### src/rtl/program_load_sequencer.sv
// Program load sequencer: assembles 2-bit cartridge colors into program
// words, writes them to RAM, then hands the RAM read port to the CPU.
module program_load_sequencer #(
    parameter int WORD_BITS     = 12,
    parameter int ADDR_BITS     = 8,
    parameter int NITS_PER_WORD = 6,
    parameter int TIMEOUT       = 1000
) (
    input  logic                 clk,
    input  logic                 reset,
    input  logic                 start,
    input  logic [ADDR_BITS-1:0] load_len,
    input  logic                 color_ready,
    input  logic [1:0]           color,
    input  logic                 cpu_req,
    input  logic [ADDR_BITS-1:0] cpu_addr,
    output logic                 cpu_grant,
    output logic                 ram_we,
    output logic [ADDR_BITS-1:0] ram_waddr,
    output logic [WORD_BITS-1:0] ram_wdata,
    output logic [ADDR_BITS-1:0] ram_raddr,
    output logic                 loading,
    output logic                 done,
    output logic                 error
);

    localparam int NIT_W = $clog2(NITS_PER_WORD + 1);
    localparam int TO_W  = $clog2(TIMEOUT + 1);

    typedef enum logic [1:0] {IDLE, LOAD, RUN} state_t;

    state_t               state_q, state_d;
    logic [ADDR_BITS-1:0] word_cnt, len_q, last_idx, wc_now;
    logic [NIT_W-1:0]     nit_cnt;
    logic [TO_W-1:0]      to_cnt;
    logic [WORD_BITS-1:0] shreg, shreg_next;
    logic                 accept_start, last_wr, timeout_hit, word_done;

    // load_len of 0 means a full 2^ADDR_BITS words, which the wrap gives for free
    assign last_idx     = len_q - ADDR_BITS'(1);
    assign accept_start = start && (state_q != LOAD);
    assign last_wr      = (state_q == LOAD) && ram_we && (ram_waddr == last_idx);
    assign timeout_hit  = (state_q == LOAD) && !color_ready && !last_wr &&
                          (to_cnt == TO_W'(TIMEOUT - 1));
    assign word_done    = (state_q == LOAD) && color_ready &&
                          (nit_cnt == NIT_W'(NITS_PER_WORD - 1));
    assign shreg_next   = {shreg[WORD_BITS-3:0], color};
    // address of the word being completed, accounting for an increment in flight
    assign wc_now       = ram_we ? word_cnt + ADDR_BITS'(1) : word_cnt;

    assign loading   = (state_q == LOAD);
    assign done      = (state_q == RUN);
    assign cpu_grant = cpu_req && (state_q == RUN);
    assign ram_raddr = (state_q == RUN) ? cpu_addr : '0;

    // State register
    always_ff @(posedge clk) begin
        if (reset) state_q <= IDLE;
        else       state_q <= state_d;
    end

    // Next-state logic
    always_comb begin
        state_d = state_q;
        case (state_q)
            IDLE:    if (start) state_d = LOAD;
            LOAD: begin
                if (last_wr)          state_d = RUN;
                else if (timeout_hit) state_d = IDLE;
            end
            RUN:     if (start) state_d = LOAD;
            default: state_d = IDLE;
        endcase
    end

    // Word assembly, counters, RAM write port and sticky error
    always_ff @(posedge clk) begin
        if (reset) begin
            word_cnt  <= '0;
            len_q     <= '0;
            nit_cnt   <= '0;
            to_cnt    <= '0;
            shreg     <= '0;
            ram_we    <= 1'b0;
            ram_waddr <= '0;
            ram_wdata <= '0;
            error     <= 1'b0;
        end else begin
            ram_we <= 1'b0;
            if (accept_start) begin
                word_cnt <= '0;
                nit_cnt  <= '0;
                to_cnt   <= '0;
                shreg    <= '0;
                error    <= 1'b0;
                len_q    <= load_len;
            end else if (state_q == LOAD) begin
                if (ram_we) word_cnt <= word_cnt + ADDR_BITS'(1);
                if (color_ready) begin
                    to_cnt <= '0;
                    shreg  <= shreg_next;
                    if (word_done) begin
                        nit_cnt   <= '0;
                        ram_we    <= 1'b1;
                        ram_wdata <= shreg_next;
                        ram_waddr <= wc_now;
                    end else begin
                        nit_cnt <= nit_cnt + NIT_W'(1);
                    end
                end else if (timeout_hit) begin
                    // abandon the partial word; nothing gets written
                    error   <= 1'b1;
                    nit_cnt <= '0;
                    shreg   <= '0;
                    to_cnt  <= '0;
                end else begin
                    to_cnt <= to_cnt + TO_W'(1);
                end
            end
        end
    end

endmodule

### config.mk
export PLATFORM = sky130hd
export DESIGN_NAME = program_load_sequencer
export DESIGN_NICKNAME = d
export VERILOG_FILES = /design/src/rtl/program_load_sequencer.sv
export SDC_FILE = /design/constraint.sdc
export NUM_CORES = 1
export LEC_CHECK = 0
export CORE_MARGIN = 4
export CORE_UTILIZATION = 63
export CTS_CLUSTER_DIAMETER = 40
export DETAILED_ROUTE_END_ITERATION = 8
export DONT_BUFFER_PORTS = 1
export PLACE_DENSITY = 0.79
export SYNTH_ARGS = -nofsm -noshare
export SYNTH_HDL_FRONTEND = slang
export SYNTH_SLANG_ARGS = --single-unit
export TNS_END_PERCENT = 100
### constraint.sdc
create_clock -name clk -period 2.6 [get_ports clk]
set_input_delay 0.52 -clock clk [delete_from_list [all_inputs] [get_ports clk]]
set_output_delay 0.52 -clock clk [all_outputs]
set_load 0.02 [all_outputs]
# == Word level (Yosys, flattened, before mapping) ==
# Cells that the tools add are included.
# word_totals
register_bits,63
latchBits,0
ramBits,0
rom_bits,0
inputBits,23
elab_cells,59
n_memories,0
# classes
addsub,4
mul,0
div,0
order_cmp,0
n_eq_ne,8
n_shift,0
n_mux,14
bitwise_logic,3
reduce_logical,20
# op_table
operator,n
$mux 10,4
$mux 8,2
$add 10x1->10 const B,1
$eq 10x10->1 const B,1
$logic_and 1x1->1,9
$mux 3,3
$add 8x1->8 const B,1
$eq 8x8->1,1
$sub 8x1->8 const B,1
$mux 2,3
$ne 2x1->1 const B,2
$pmux 2 s2,1
$reduce_and 2->1,2
$reduce_and 4->1,1
$reduce_or 2->1,2
$reduce_or 4->1,1
$add 3x1->3 const B,1
$eq 3x3->1 const B,1
$ne 3x1->1 const B,1
$not 1->1,3
$reduce_and 3->1,1
$eq 2x1->1 const B,1
$eq 2x2->1 const B,1
$logic_not 1->1,2
3 further kinds,3

# == Logic depth before layout (Yosys ltp) ==
# Gate-level depths: netlist of run 1.
# depth
word_depth,9
ltp_mapped,11
mapped_depth_nobuf,8

# == Worst setup path after synthesis of run 1 ==
# OpenSTA, ideal clock, no wires.
# synth_timing
path_kind,register to register
from,register len_q[0]
to,register error
arrival_time_ns,2.096
required_ns,2.485
path_slack_ns,0.390
stages_incl_launch_ff,12
path_cell_list,dfxtp_1 buf_2 inv_1 ha_1 clkbuf_2 o21bai_1 a211oi_1 o21ai_1 a211o_4 and4_1 buf_6 o21a_1
# synth_via
elab_chain_cells,7
# synth_lines
item,line_no,source
"start, declared",33,"logic [ADDR_BITS-1:0] word_cnt, len_q, last_idx, wc_now;"
"start signal, assigned",96,len_q <= load_len;
$sub 8x1->8,40,assign last_idx = len_q - ADDR_BITS'(1);
$eq 8x8->1,42,assign last_wr = (state_q == LOAD) && ram_we && (ram_waddr == last_idx);
$logic_and 1x1->1,42,
$logic_not 1->1,43,assign timeout_hit = (state_q == LOAD) && !color_ready && !last_wr &&
$logic_and 1x1->1 (2 in series),43,
$reduce_and 3->1 (no line),-,
"end signal, assigned",87,error <= 1'b0;
"end signal, assigned",95,error <= 1'b0;
"end signal, assigned",112,error <= 1'b1;
"end, declared",24,output logic error
# Every way passes these cells.
# A chain may end at the register's enable or synchronous reset.

# == Final worst setup path of run 1 ==
# layout_timing
from,register len_q[0]
to,register nit_cnt[1]
# layout_via
elab_chain_cells,8
# layout_lines
item,line_no,source
$sub 8x1->8,40,
$eq 8x8->1,42,
$logic_and 1x1->1,42,
$logic_not 1->1,43,
$logic_and 1x1->1 (2 in series),43,
$reduce_bool 2->1 (no line),-,
$reduce_and 2->1 (no line),-,
"end signal, assigned",108,nit_cnt <= nit_cnt + NIT_W'(1);
"end, declared",34,logic [NIT_W-1:0] nit_cnt;
# Every way passes these cells.

==> results.md, run 1 <==
- Synth unique cells: 48
- Synth Flop Type: dfxtp_1
- Vias in the first global route: 2,288
- Most frequent cells in the layout: 63 x dfxtp_1, 46 x nand2_1, 28 x a21oi_1
- Antenna cells: 0
- Final ANT Viol Nets: 0
- Die span in x: 77.2 µm
- Post-synthesis adder-cell area fraction: 2.07%
- Vias per cell: 6.13
- Synth Area in Compound Gates: 18.0%
- Setup TNS: 0 ps
- Final Critical Period: 2440 ps
- Layout fillers: 371
- Setup crit end kind: flop
- Core area: 4500 µm²
- Multi-input logic area: 1640 µm²
- VDD IR max: 0.000434 V
- Starting Density: 67.0%
- Worst Setup Start Kind: flop
- CTS sink cnt: 63
- Worst Hold Endpoint: ram_waddr[7]
- Rows: 24
- First-pass GRT wire length: 10.6 mm
- Reg2reg setup slack: 160 ps
- Pwr Density: 562 nW/µm²
- Final total power: 0.00179 W
- Most common cell after layout, fill and taps aside: dfxtp_1
- Final RePlAce weighted congestion: 0.799
- WL per Instance: 15.6 µm
- Leakage power total: 1.08 nW
- Drt total wl: 6.23 mm
- Root Driver: clkbuf_8
- Max-Cap Viols: 0
- YS warnings: 0
- Initial antenna violation count: 0
- Skew final: 7.45 ps
- Final setup violation count: 0
- Post-DP HPWL: 4.32 mm
- Share of synthesized registers carrying an async set or reset: 0%
- Slew headroom: 62.2%
- Post-Syn Instances: 352
- Cts bufs inserted: 9
- Required time of the critical path: 2840 ps
- Seq/Total Area, Yosys: 41.8%
- Die Ht: 77.2 µm
- Pins Over Slew Limit: 0
- Post-Synth XOR/XNOR Area: 7.83%
- Hold Fails Final Rpt: 0
- F_max: 410 MHz
- Synth Area in Simple Gates: 25.8%
- Worst hold path class: input port to flop
- GRT overflow: 0
- Largest net degree at the start of global routing: 48
- CTS tree: built
- Worst R2R Path Depth: 8
- Post_cts resized: 0
- #FFs+latches synth: 63
- Synth area leaders: dfxtp_1 42%, nand2_1 5.7%, a21oi_1 4.6%
- CTS Hold Bufs: 0
- RSZ-0062 raised after global routing: false
- FF+latch area: 1260 µm²
- Syn Area/Cell: 8.58 µm²
- Layout area overhead: 5.47%
- Outcome: complete, no violations
- Post-synth top area share: 41.8%
- Largest family of logic cells by synthesized area: simple AND/OR/NAND/NOR gates
- Vias: 2,451
- Synthesized Nets: 380
- Clock Latency Late Sink: 330 ps
- Crit share post-route: 93.9%
- Setup Buffers After CTS: 0
- Crit-path max FO: 11
- Clock-pin transition on the worst setup and hold timing paths: 60 ps
- Hold path cells: 1
- Mux contribution to synthesized area: 0.332%
- Starting DRC count in detailed routing: 117
- DRC: 0
- Die Area: 5960 µm²
- Worst r2r src: len_q[0]
- H-tree depth: 3
- Clk buf depth: 2
- TritonRoute pass-1 iters: 4
- Final layout net count: 374
- Critical Path Start: len_q[0]
- I/O pins: 56
- All-Layer GR Usage: 21.8%
- Hold Startpoint: reset
- Layout cells sized above 1: 8.33%
- Critical path type: flop to flop
- Number of synthesized flops with an enable pin: 0
- Synth area leader: dfxtp_1
- Crit path DAT: 2680 ps
- Netlist Area Pre-Place: 3020 µm²
- R2R Path End: nit_cnt[1]
- Worst slew pin tran: 566 ps
- Buffers on Ports: 0
[cell usage after synthesis (2+ instances only)]
cell type / n
nor3_2: 6
a211oi_1: 9
xor2_1: 16
and2_1: 9
o211ai_1: 2
nor3b_1: 10
and3_1: 5
ha_1: 5
dfxtp_1: 63
nand2_1: 46
buf_2: 3
o21ai_1: 4
o21ai_0: 3
xnor2_1: 11
a21oi_1: 28
nand3_1: 15
nand3b_1: 2
or3_1: 2
clkbuf_1: 14
and4_1: 4
nor2_1: 26
nand2b_1: 7
inv_1: 7
buf_1: 4
nor3_1: 6
o2bb2ai_1: 10
a31oi_1: 10
nand4_1: 5
[cells by family after synthesis]
kind of cell | count (synthesis)
muxes | 1
AOI/OAI and AO/OA | 79
xor gates and xnor gates | 27
adders and majority gates | 5
and+or+nand+nor | 147
buffers and inverters | 30
DFF | 63
[worst max path at each step]
stage	slack, ps	end	depth (start not counted)
after global placement	230	nit_cnt[1]	8
final	160	nit_cnt[1]	8
after CTS	150	nit_cnt[1]	8
after floorplan	390	error	11
after global routing	0.2	shreg[0]	8
after detailed placement	150	nit_cnt[1]	8
[registers in the layout, indices dropped and copies added, names as in the netlist]
name and count:
shreg 10, state_q 2, nit_cnt 3, error 1
ram_we 1, ram_wdata 12, to_cnt 10, word_cnt 8
len_q 8, ram_waddr 8
[metal layers]
layer / global-route usage (%) / vias to the layer above / share of wire [%]
met5: 0 / - / 0
met4: 9.07 / 0 / 2.0
met3: 5.27 / 11 / 6.1
met2: 36.4 / 72 / 47
met1: 26.7 / 1137 / 45
li1: - / 1231 / -
[per-stage QoR]
stage	std cells	setup slack, ps	util [%]	hold WS [ps]	cell area [µm²]
2_1_floorplan	352	390	-	440	3020
3_3_place_gp	387	234	67.3	451	3030
3_5_place_dp	387	152	67.3	456	3030
4_1_cts	400	151	70.7	236	3180
5_1_grt	400	0.226	70.7	241	3180
6_report	400	159	70.7	254	3180
[cell type report]
class	count	area share [%]
multi-input combinational	259	51.4
sequential	63	39.6
clock buffer	11	4.44
tap	52	2.04
timing repair buffer	6	1.41
inverter	7	0.825
clock inverter	2	0.314
[worst max-delay path, stage by stage, from the launching register on]
cell      delay, ps
dfxtp_1         440
inv_1            80
ha_1            300
o21bai_1        190
a211oi_1        240
o21ai_1         110
a211o_4         370
and4_1          330
o32ai_1         300
[where the power goes]
part / switching (W) / leakage (nW) / internal, W
combinational: 0.0000684 / 0.490 / 0.0000427
sequential: 0.0000174 / 0.509 / 0.000978
clock: 0.000331 / 0.0809 / 0.000352
total: 0.000417 / 1.08 / 0.00137
Note: power is estimated with default switching activity, not from simulation.
==> run 2: changes to the inputs <==
GPL_ROUTABILITY_DRIVEN = 0   (was not set)
MAX_ROUTING_LAYER = met4   (was not set)
==> results.md, run 2 (synthesized netlist as in run 1, its figures left out) <==
- Outcome: complete, no violations
- Clock-pin transition on the worst setup and hold timing paths: 60 ps
- Crit path DAT: 2680 ps
- Final total power: 0.00179 W
- Final setup violation count: 0
- CTS sink cnt: 63
- First-pass GRT wire length: 10.6 mm
- Layout area overhead: 5.47%
- Worst Setup Start Kind: flop
- GRT overflow: 0
- CTS tree: built
- Max reg flops: 12
- Die span in x: 77.2 µm
- Placed instance count: 387
- Critical path type: flop to flop
- Crit share post-route: 93.8%
- R2R Path End: nit_cnt[1]
- WL per Instance: 15.6 µm
- Layout cells sized above 1: 8.33%
- Vias per cell: 6.15
- Rows: 24
- Worst R2R Path Depth: 8
- Required time of the critical path: 2840 ps
- Sw Ratio: 23.3%
- Internal power: 0.00137 W
- Vias in the first global route: 2,288
- Setup crit end kind: flop
- NetSw: 0.000418 W
- Worst hold path class: input port to flop
- DRC: 0
- CTS Hold Bufs: 0
- Starting Density: 67.0%
- Clock Latency Late Sink: 330 ps
- Hold Startpoint: reset
- Pwr Density: 562 nW/µm²
- Worst Hold Endpoint: ram_waddr[7]
- H-tree depth: 3
- Combinational Power Share: 6.2%
- Core area: 4500 µm²
- Final ANT Viol Nets: 0
- I/O pins: 56
- Drt total wl: 6.23 mm
- Post_cts resized: 0
- Final Critical Period: 2440 ps
- Dpl cell area: 3030 µm²
- Worst r2r src: len_q[0]
- Clk buf depth: 2
- Max-Cap Viols: 0
- Largest Register: ram_wdata
- Skew final: 7.21 ps
- Buffers on Ports: 0
- Worst slew pin tran: 559 ps
- Hold path cells: 1
- Setup Buffers After CTS: 0
- Post-DP HPWL: 4.32 mm
- Setup TNS: 0 ps
- Leakage power total: 1.08 nW
- TritonRoute pass-1 iters: 4
- Pins Over Slew Limit: 0
- Largest net degree at the start of global routing: 48
- Crit-path cells: inv_1, ha_1, o21bai_1, a211oi_1, o21ai_1, a211o_4, and4_1, o32ai_1
- Initial antenna violation count: 0
- Slew headroom: 62.6%
- F_max: 410 MHz
- Crit path largest cell delay: 440 ps
- Flop pwr share: 55.6%
- Clock Power Share: 38.2%
- Hold Fails Final Rpt: 0
- Cts bufs inserted: 9
- Final Cell Area: 3180 µm²
- VDD IR max: 0.000435 V
- Antenna cells: 0
- Largest registers: ram_wdata x12, shreg x10, to_cnt x10
- Critical path's slowest cell: dfxtp_1
- Most frequent cells in the layout: 63 x dfxtp_1, 46 x nand2_1, 28 x a21oi_1
- Final layout net count: 374
- Die Area: 5960 µm²
- Root Driver: clkbuf_8
- Vias: 2,459
- Starting DRC count in detailed routing: 117
- Non-filler cells, final: 400
- Die Ht: 77.2 µm
- Most common cell after layout, fill and taps aside: dfxtp_1
- Reg2reg setup slack: 160 ps
- RSZ-0062 raised after global routing: false
- Crit-path max FO: 11
- All-Layer GR Usage: 22.4%
-- run 2: cell counts in the layout (fill, tap and decap cells not counted) --
Identical to the previous run, type by type.
-- run 2: worst max-delay path by stage --
stage,slack [ps],from,cells past startpoint,to
after floorplan,390,len_q[0],11,error
after global placement,230,len_q[0],8,nit_cnt[1]
after detailed placement,150,len_q[0],8,nit_cnt[1]
after CTS,150,len_q[0],8,nit_cnt[1]
after global routing,0.2,len_q[0],8,shreg[0]
final,160,len_q[0],8,nit_cnt[1]
-- run 2: power groups by stage --
stage / Combinational (W) / Clock (W) / Sequential, W
2_1_floorplan: 0.000112 / 0 / 0.00101
3_3_place_gp: 0.000109 / 0 / 0.00102
3_5_place_dp: 0.000111 / 0 / 0.00102
4_1_cts: 0.000111 / 0.000702 / 0.000995
5_1_grt: 0.000125 / 0.000740 / 0.000996
6_report: 0.000111 / 0.000685 / 0.000995
-- run 2: cell type report --
type	instances	area [µm²]
fillers	371	1320
clock inverters	2	10.0
repair buffers	6	45.0
clock buffers	11	141
multi-input cells	259	1640
inverters	7	26.3
well taps	52	65.1
flip-flops and latches	63	1260
-- run 2: stage by stage --
| step | util (%) | hold slack, ps | setup WS [ps] |
|---|---|---|---|
| after floorplan | - | 440 | 390 |
| after global routing | 70.7 | 241 | 0.226 |
| after CTS | 70.7 | 236 | 151 |
| final | 70.7 | 255 | 161 |
| after global placement | 67.3 | 451 | 234 |
| after detailed placement | 67.3 | 456 | 152 |
-- run 2: per-layer routing --
| metal | vias up | GRT usage (%) | share of wire, % |
|---|---|---|---|
| li1 | 1234 | - | - |
| met1 | 1151 | 27.0 | 46 |
| met2 | 63 | 36.4 | 46 |
| met3 | 11 | 4.92 | 5.2 |
| met4 | 0 | 9.07 | 2.0 |
| met5 | - | - | 0 |
-- run 2: critical path: cells and delay by family (launching register included) --
family / cells / cell delay, ps
and+or+nand+nor: 1 / 330
DFF: 1 / 440
adders and majority gates: 1 / 300
buffers and inverters: 1 / 80
AOI/OAI and AO/OA: 5 / 1210
==> run 3: changes to the inputs <==
CORE_ASPECT_RATIO = 0.9   (was not set)
SLEW_MARGIN = 10   (was not set)
==> results.md, run 3 (synthesized netlist as in run 1, its figures left out) <==
- Layout cells sized above 1: 9.69%
- Vias in the first global route: 2,431
- CTS tree: built
- Gr busiest metal: met2
- Initial antenna violation count: 0
- Rows: 23
- Pwr Density: 658 nW/µm²
- Final Cell Area: 3310 µm²
- Final worst setup slack: 224 ps
- H-tree depth: 3
- GRT overflow: 0
- Antenna cells: 0
- Buffers on Ports: 0
- Most frequent cells in the layout: 63 x dfxtp_1, 46 x nand2_1, 28 x a21oi_1
- Final Critical Period: 2380 ps
- Vias: 2,486
- Pins Over Slew Limit: 0
- F_max: 421 MHz
- VDD IR max: 0.000647 V
- Root Driver: clkbuf_8
- Vias per cell: 6.02
- Final layout net count: 374
- Max reg flops: 12
- WL per Instance: 15.8 µm
- Crit share post-route: 91.4%
- Crit-path max FO: 11
- Required time of the critical path: 2850 ps
- Skew final: 10.6 ps
- Crit path largest cell delay: 440 ps
- All-Layer GR Usage: 24.7%
- Layout area overhead: 9.78%
- Worst r2r src: len_q[0]
- Final ANT Viol Nets: 0
- Top Family by Delay on Critical Path: compound AO/OA/AOI/OAI gates
- Starting DRC count in detailed routing: 160
- Worst path bufs/invs: 1
- Crit-path cells: inv_1, ha_1, o21bai_1, a211oi_1, o21ai_1, a211o_4, and4_2, o32ai_1
- Die Ht: 73.7 µm
- Worst R2R Path Depth: 8
- Crit path DAT: 2630 ps
- Clock-pin transition on the worst setup and hold timing paths: 70 ps
- Slew headroom: 57.3%
- Post-DP HPWL: 4.38 mm
- Routing usage on met3: 9.31%
- DRC: 0
- Starting Density: 66.4%
- Dpl cell area: 3040 µm²
- Largest net degree at the start of global routing: 48
- Cts bufs inserted: 9
- Largest registers: ram_wdata x12, shreg x10, to_cnt x10
- Largest Register: ram_wdata
- Critical path's slowest cell: dfxtp_1
- CTS sink cnt: 63
- Worst hold path class: input port to flop
- Critical Path Start: len_q[0]
- Setup TNS: 0 ps
- Outcome: complete, no violations
- Die span in x: 81.0 µm
- CTS Hold Bufs: 0
- First-pass GRT wire length: 11.1 mm
- TritonRoute pass-1 iters: 4
- R2R Path End: nit_cnt[1]
- Reg2reg setup slack: 220 ps
- Final setup violation count: 0
- Most common cell after layout, fill and taps aside: dfxtp_1
- Drt total wl: 6.53 mm
- Stages on worst setup path: 8
- Clk buf depth: 2
- Worst slew pin tran: 639 ps
- Final total power: 0.00218 W
- Critical path type: flop to flop
- Met1 GRT Util: 29.6%
- Worst Setup Start Kind: flop
- Max-Cap Viols: 0
- RSZ-0062 raised after global routing: false
- Die Area: 5970 µm²
- Leakage power total: 1.13 nW
- Clock Latency Late Sink: 340 ps
- Worst slack, placed: 167 ps
- Setup crit end: nit_cnt[1]
- M2 GR Usage: 37.6%
- Hold Fails Final Rpt: 0
- Core area: 4550 µm²
- I/O pins: 56
- Setup crit end kind: flop
run 3: changes by cell type in the layout (fill, tap and decap cells not counted):
| cell | change |
|---|---|
| and4_1 | -1 |
| clkbuf_1 | -1 |
| clkinv_2 | -1 |
| clkinv_4 | +1 |
| buf_12 | +1 |
| clkbuf_8 | +1 |
| and4_2 | +1 |
| buf_4 | -1 |
| bufinv_16 | +3 |
run 3: how the worst min path moves through the flow:
stage,start,end,slack (ps),depth (start not counted)
after CTS,reset,ram_wdata[5],230,1
after global routing,reset,ram_waddr[3],220,1
after detailed placement,shreg[8],ram_wdata[10],450,2
after global placement,len_q[7],len_q[7],450,2
final,reset,len_q[5],240,1
after floorplan,shreg[8],ram_wdata[10],440,2
run 3: cell type report:
cell class / count / area, µm²
fill: 359 / 1230
inverter: 7 / 26.3
clock buffer: 11 / 151
clock inverter: 5 / 104
sequential: 63 / 1260
timing repair buffer: 6 / 57.6
tap: 62 / 77.6
multi-input combinational: 259 / 1640
run 3: timing repair:
item	CTS	global route
gates resized for setup	0	1
setup buffers	0	1
setup endpoints to repair	0	11
run 3: where the power goes:
part           total (W)  switching, W  internal, W
clock network    0.00107      0.000381     0.000689
logic           0.000117     0.0000716    0.0000457
registers       0.000994     0.0000172     0.000977
run 3: through the flow:
| stage | util [%] | instances | hold WS (ps) |
|---|---|---|---|
| global route | 72.9 | 413 | 216 |
| CTS | 72.4 | 412 | 225 |
| global placement | 66.8 | 396 | 449 |
| finish | 72.9 | 413 | 243 |
| floorplan | - | 352 | 440 |
| detailed placement | 66.8 | 396 | 453 |
run 3: per-layer routing:
layer | share of wire [%] | routed length (µm) | up-vias
met5 | 0 | 0 | -
met3 | 8.0 | 521 | 6
met4 | 0.81 | 53 | 0
met2 | 48 | 3120 | 95
li1 | - | - | 1233
met1 | 43 | 2840 | 1152
==> variant 1, RTL diff (config.mk and constraints of run 2) <==
The 3 states of `state_t` get a one-hot encoding in 3 bits.
--- a/src/rtl/program_load_sequencer.sv
+++ b/src/rtl/program_load_sequencer.sv
@@ -28,5 +28,5 @@
     localparam int TO_W  = $clog2(TIMEOUT + 1);
 
-    typedef enum logic [1:0] {IDLE, LOAD, RUN} state_t;
+    typedef enum logic [2:0] {IDLE = 3'b001, LOAD = 3'b010, RUN = 3'b100} state_t;
 
     state_t               state_q, state_d;
Formal check against the unedited RTL: same outputs for any inputs over 10 cycles, from zero or initial values and one cycle with reset high; not proved beyond that.
==> variant 1 against run 2 <==
  * Global-route usage grew 2.1 points
  * Sequential cell count grew 1
  * Worst hold slack lost 0.013 ns
  * Fmax grew 2.5%
  * Wire length grew 9.6%
  * Synthesized cell count grew 3.7%
  * Sequential share of layout area shrank 1.2 points
  * Setup slack gained 0.060 ns
  * Power grew 16%
  * First-iteration DRC count grew 36%
  * Area after synthesis is essentially flat
  * Via count grew 5.9%
  * Final area grew 4.7%
  * Combinational power grew 4%
  * Largest cell class unchanged
==> variant 1: results (changes against run 2) <==
| Metric | Value |
|---|---|
| Status | `finished, final reports clean` |
| Worst Tran Pin Value | `0.7492 ns (+0.1901 ns)` |
| Latest clock arrival within the worst-skew pair | `0.34 ns` |
| Worst-path maximum fanout | `14 (+3)` |
| Iter 0 DRT Violations | `159 (+36%)` |
| Top Layer Used | `met4` |
| GR Util All Layers | `0.2454 (+0.02123)` |
| Syn. warnings | `0 (unchanged)` |
| ANT cells | `0 (unchanged)` |
| M1 WL | `3003 µm (+3.6%)` |
| Leakage | `1.134 nW (+5.0%)` |
| DRT Pass-1 Iters | `4 (unchanged)` |
| Number of cells on the worst hold path | `1 (unchanged)` |
| Ranking of synthesized cells by area | `dfxtp_1 42%, nand2_1 7.2%, a21oi_1 6.6%, xor2_1 4.9%, xnor2_1 4.1%` |
| Met2 Routed Length | `3162 µm (+9.5%)` |
| Post-synth net total | `393 (+3.4%)` |
| H-tree depth | `3 (unchanged)` |
| CTS root buffer | `clkbuf_8` |
| Port Buffers | `0 (unchanged)` |
| Clock transition at path regs | `0.06 ns (about the same)` |
| Post-CTS Setup Bufs | `0 (unchanged)` |
| Avg WL per Cell | `16.07 µm (+3.1%)` |
| Largest registers | `ram_wdata: 12 flops, shreg: 10 flops, to_cnt: 10 flops` |
| CP arrival | `2.64 ns (-0.04 ns)` |
| Largest net degree at the start of global routing | `36 (-25%)` |
| Met3 wire len | `499 µm (+54%)` |
| Vias in the first global route | `2375 (+3.8%)` |
| Pre-CTS WS | `-0.09423 ns (-0.2459 ns)` |
| Vias post-DR | `2603 (+5.9%)` |
| Worst Skew | `0.005632 ns (-0.001575 ns)` |
| Synth cell count leaders | `64 x dfxtp_1, 58 x nand2_1, 40 x a21oi_1` |
| Initial antenna violation count | `0 (unchanged)` |
| Reg2reg path depth | `8 (unchanged)` |
| DP HPWL | `4692 µm (+8.7%)` |
| Cts bufs inserted | `9 (unchanged)` |
| Fill count | `327 (-12%)` |
| Async SR Flop Fraction | `0 (unchanged)` |
| Sequential fraction of the synthesis area | `0.4245 (+0.006807)` |
| Synth cell types | `45 (-6.3%)` |
| Nets@finish | `397 (+6.1%)` |
| Worst Hold Class | `input port to flop` |
| Maximum root-to-sink buffer count | `2 (unchanged)` |
| Maximum VDD drop | `0.5308 mV (+22%)` |
| Global-route wire length before repair | `11320 µm (+6.5%)` |
| Fraction of layout cells with a size suffix above 1 | `0.1019 (+0.01854)` |
==> variant 1: changes by cell type after synthesis, sizes merged, moves of 5 or more <==
cell / delta
a21oi: +12
a22oi: +9
a31oi: -10
clkbuf: -5
nand2: +12
nor3: -6
nor3b: -6
o21ai: +10
o2bb2ai: -10
==> variant 1: layer usage <==
layer	global-route usage	vias to the layer above
met2	0.3661	92
li1	-	1285
met5	-	-
met3	0.07026	15
met1	0.3050	1211
met4	0.1174	0
==> variant 1: area by class of cell <==
type                       count  share of cell area
multi-input combinational    275              0.4947
sequential                    64              0.3844
timing repair buffer          12             0.02703
clock buffer                  12             0.04655
tap                           52             0.01952
clock inverter                 3             0.01952
inverter                       7            0.008258
==> variant 1: final timing paths <==
path	from	end	slack, ns
setup / recovery	len_q[0]$_SDFFE_PP0P_	shreg[0]$_SDFFE_PP0P_	0.22
hold / removal	reset	ram_wdata[0]$_SDFFE_PP0P_	0.24
hold reg to reg	shreg[8]$_SDFFE_PP0P_	shreg[8]$_SDFFE_PP0P_	0.47
setup reg to reg	len_q[0]$_SDFFE_PP0P_	shreg[0]$_SDFFE_PP0P_	0.22
==> variant 1: through the flow <==
step	std cells	instance area, µm²	total power, mW	TNS, ns	hold WS, ns
after global placement	410	3095	1.130	0	0.4524
after global routing	425	3333	2.145	0	0.2148
after floorplan	365	3018	1.112	0	0.4420
after CTS	425	3322	2.081	0	0.2264
final	425	3333	2.070	0	0.2419
after detailed placement	410	3095	1.134	-0.3622	0.4586
==> variant 1: cells by family after synthesis <==
logic type | Yosys count | share of synthesized area
and+or+nand+nor | 152 | 0.2479
AOI/OAI and AO/OA | 86 | 0.1779
DFF | 64 | 0.4245
xor gates and xnor gates | 31 | 0.08997
buffers and inverters | 26 | 0.03565
adders and majority gates | 5 | 0.02073
muxes | 1 | 0.003317
==> variant 1: worst max-delay path, stage by stage, from the launching register on <==
cell and delay [ns]:
dfxtp_1 0.35, inv_1 0.07, ha_1 0.30, nand2b_1 0.18, a21oi_1 0.08, a311o_1 0.36, a2111oi_4 0.42, o22ai_2 0.30
o21ai_0 0.23
==> variant 1: timing repair <==
action,in CTS,in global routing
endpoints found under the setup margin,9,2
hold buffers,0,0
resized for setup,1,2
hold endpoints to repair,0,0
==> variant 1: power by group <==
part	total [mW]	internal, mW	switching [mW]
sequential	1.00	0.990	0.0115
clock	0.952	0.586	0.367
combinational	0.115	0.0469	0.0682
==> variant 2, RTL diff (settings of run 2) <==
Without the edit above. Set the parameter `TIMEOUT` to 2000 (it was 1000).
--- a/src/rtl/program_load_sequencer.sv
+++ b/src/rtl/program_load_sequencer.sv
@@ -5,5 +5,5 @@
     parameter int ADDR_BITS     = 8,
     parameter int NITS_PER_WORD = 6,
-    parameter int TIMEOUT       = 1000
+    parameter int TIMEOUT       = 2000
 ) (
     input  logic                 clk,
Check against the original RTL: same outputs for any inputs over 10 cycles, from zero or initial values and one cycle with reset high; that may be too few to reach the edited logic, so the function may still have changed.
==> variant 2 against run 2 <==
  * Critical endpoint is now nit_cnt[2]$_SDFFE_PP0P_
  * Sequential cell count up 1
  * Wire length down 1.2%
  * Sequential share of layout area up 1.3 points
  * Setup slack worse by 0.0094 ns
  * Area after synthesis down 4.1%
  * Via count down 2.7%
  * Final area down 1.6%
  * Critical path type unchanged
  * Power up 4.9%
  * Worst hold slack worse by 0.012 ns
==> variant 2: results (changes against run 2) <==
| Metric | Value |
|---|---|
| Worst-path maximum fanout | `21 (+10)` |
| Met2 Routed Length | `3119 µm (+8.0%)` |
| Global-route wire length before repair | `10120 µm (-4.8%)` |
| Pre-CTS WS | `0.1759 ns (+0.02426 ns)` |
| Synth cell count leaders | `71 x nand2_1, 64 x dfxtp_1, 29 x nor2_1` |
| Rel. slew slack | `0.5501 (-0.07612)` |
| Cts bufs inserted | `9 (unchanged)` |
| Post-CTS Setup Bufs | `0 (unchanged)` |
| DP HPWL | `4343 µm (+0.62%)` |
| M1 WL | `2481 µm (-14%)` |
| Nets@finish | `381 (+1.9%)` |
| Maximum VDD drop | `0.4445 mV (+2.2%)` |
| Largest registers | `ram_wdata: 12 flops, to_cnt: 11 flops, shreg: 10 flops` |
| Vias in the first global route | `2258 (-1.3%)` |
| Avg WL per Cell | `15.01 µm (-3.6%)` |
| Synth cell types | `41 (-15%)` |
| Fraction of layout cells with a size suffix above 1 | `0.1006 (+0.01723)` |
| Fill count | `345 (-7.0%)` |
| Status | `finished, final reports clean` |
| Sequential fraction of the synthesis area | `0.4425 (+0.02479)` |
| Iter 0 DRT Violations | `101 (-14%)` |
| Leakage | `1.078 nW (-0.20%)` |
| Largest net degree at the start of global routing | `35 (-27%)` |
| Met3 wire len | `462 µm (+42%)` |
| Worst Skew | `0.007179 ns (-0.00002792 ns)` |
| GR Util All Layers | `0.2406 (+0.01643)` |
-- variant 2: changes by cell type in the layout (fill, tap and decap cells not counted), moves of 4 or more --
cell / change
nand2_1: +25
nor3b_1: -10
o2bb2ai_1: -10
a31oi_1: -8
o21ai_0: +8
buf_4: +5
nor3_1: +5
xnor2_1: +5
nand2b_1: -4
nor2_1: +4
nor3_2: -4
o21ai_1: -4
-- variant 2: worst paths after layout --
| path | start | cells after the start | slack (ns) | endpoint |
|---|---|---|---|---|
| worst max register to register | len_q[0]$_SDFFE_PP0P_ | 9 | 0.15 | nit_cnt[2]$_SDFFE_PP0P_ |
| worst max-delay path | len_q[0]$_SDFFE_PP0P_ | 9 | 0.15 | nit_cnt[2]$_SDFFE_PP0P_ |
| worst min-delay path | reset | 1 | 0.24 | ram_wdata[2]$_SDFFE_PP0P_ |
| worst min register to register | shreg[9]$_SDFFE_PP0P_ | 2 | 0.45 | ram_wdata[11]$_SDFFE_PP0P_ |
-- variant 2: logic make-up after synthesis --
| logic type | count (synthesis) | synth area share |
|---|---|---|
| AOI/OAI and AO/OA | 59 | 0.1301 |
| xor gates and xnor gates | 32 | 0.09680 |
| adders and majority gates | 5 | 0.02161 |
| buffers and inverters | 25 | 0.03889 |
| DFF | 64 | 0.4425 |
| muxes | 1 | 0.003457 |
| and+or+nand+nor | 163 | 0.2666 |
-- variant 2: what timing repair did --
action | in CTS | in global routing
setup endpoints to repair | 0 | 1
gates resized for setup | 0 | 1
endpoints found under the hold margin | 0 | 0
-- variant 2: report_power, final --
part           total [mW]  internal, mW  switching, mW
Sequential           1.00         0.991         0.0126
Clock               0.745         0.345          0.401
Combinational       0.129        0.0491         0.0803
Total                1.88          1.38          0.494
-- variant 2: area by class of cell --
type	count	area (µm²)	share of cell area
sequential	64	1281	0.4088
clock inverter	7	47.55	0.01517
clock buffer	9	123.9	0.03952
timing repair buffer	11	82.58	0.02635
multi-input combinational	260	1508	0.4810
tap	52	65.06	0.02076
inverter	7	26.28	0.008383
-- variant 2: stage by stage --
stage / area, µm² / std cells
after global routing: 3134 / 410
after floorplan: 2895 / 349
after CTS: 3128 / 410
after detailed placement: 2957 / 394
after global placement: 2957 / 394
final: 3134 / 410
-- variant 2: layer usage --
layer  track usage  up-vias
met4        0.1126        0
met2        0.3907       76
li1              -     1194
met3       0.06201        7
met5             -        -
met1        0.2759     1116
-- variant 2: worst max-delay path, cell delays in order, from the launching register on --
cell and delay, ns:
dfxtp_1 0.40, inv_1 0.06, ha_1 0.23, nor3b_2 0.17, xnor2_1 0.13, or4_4 0.54
o31ai_4 0.26, a21oi_2 0.09, buf_4 0.21, a311oi_2 0.26
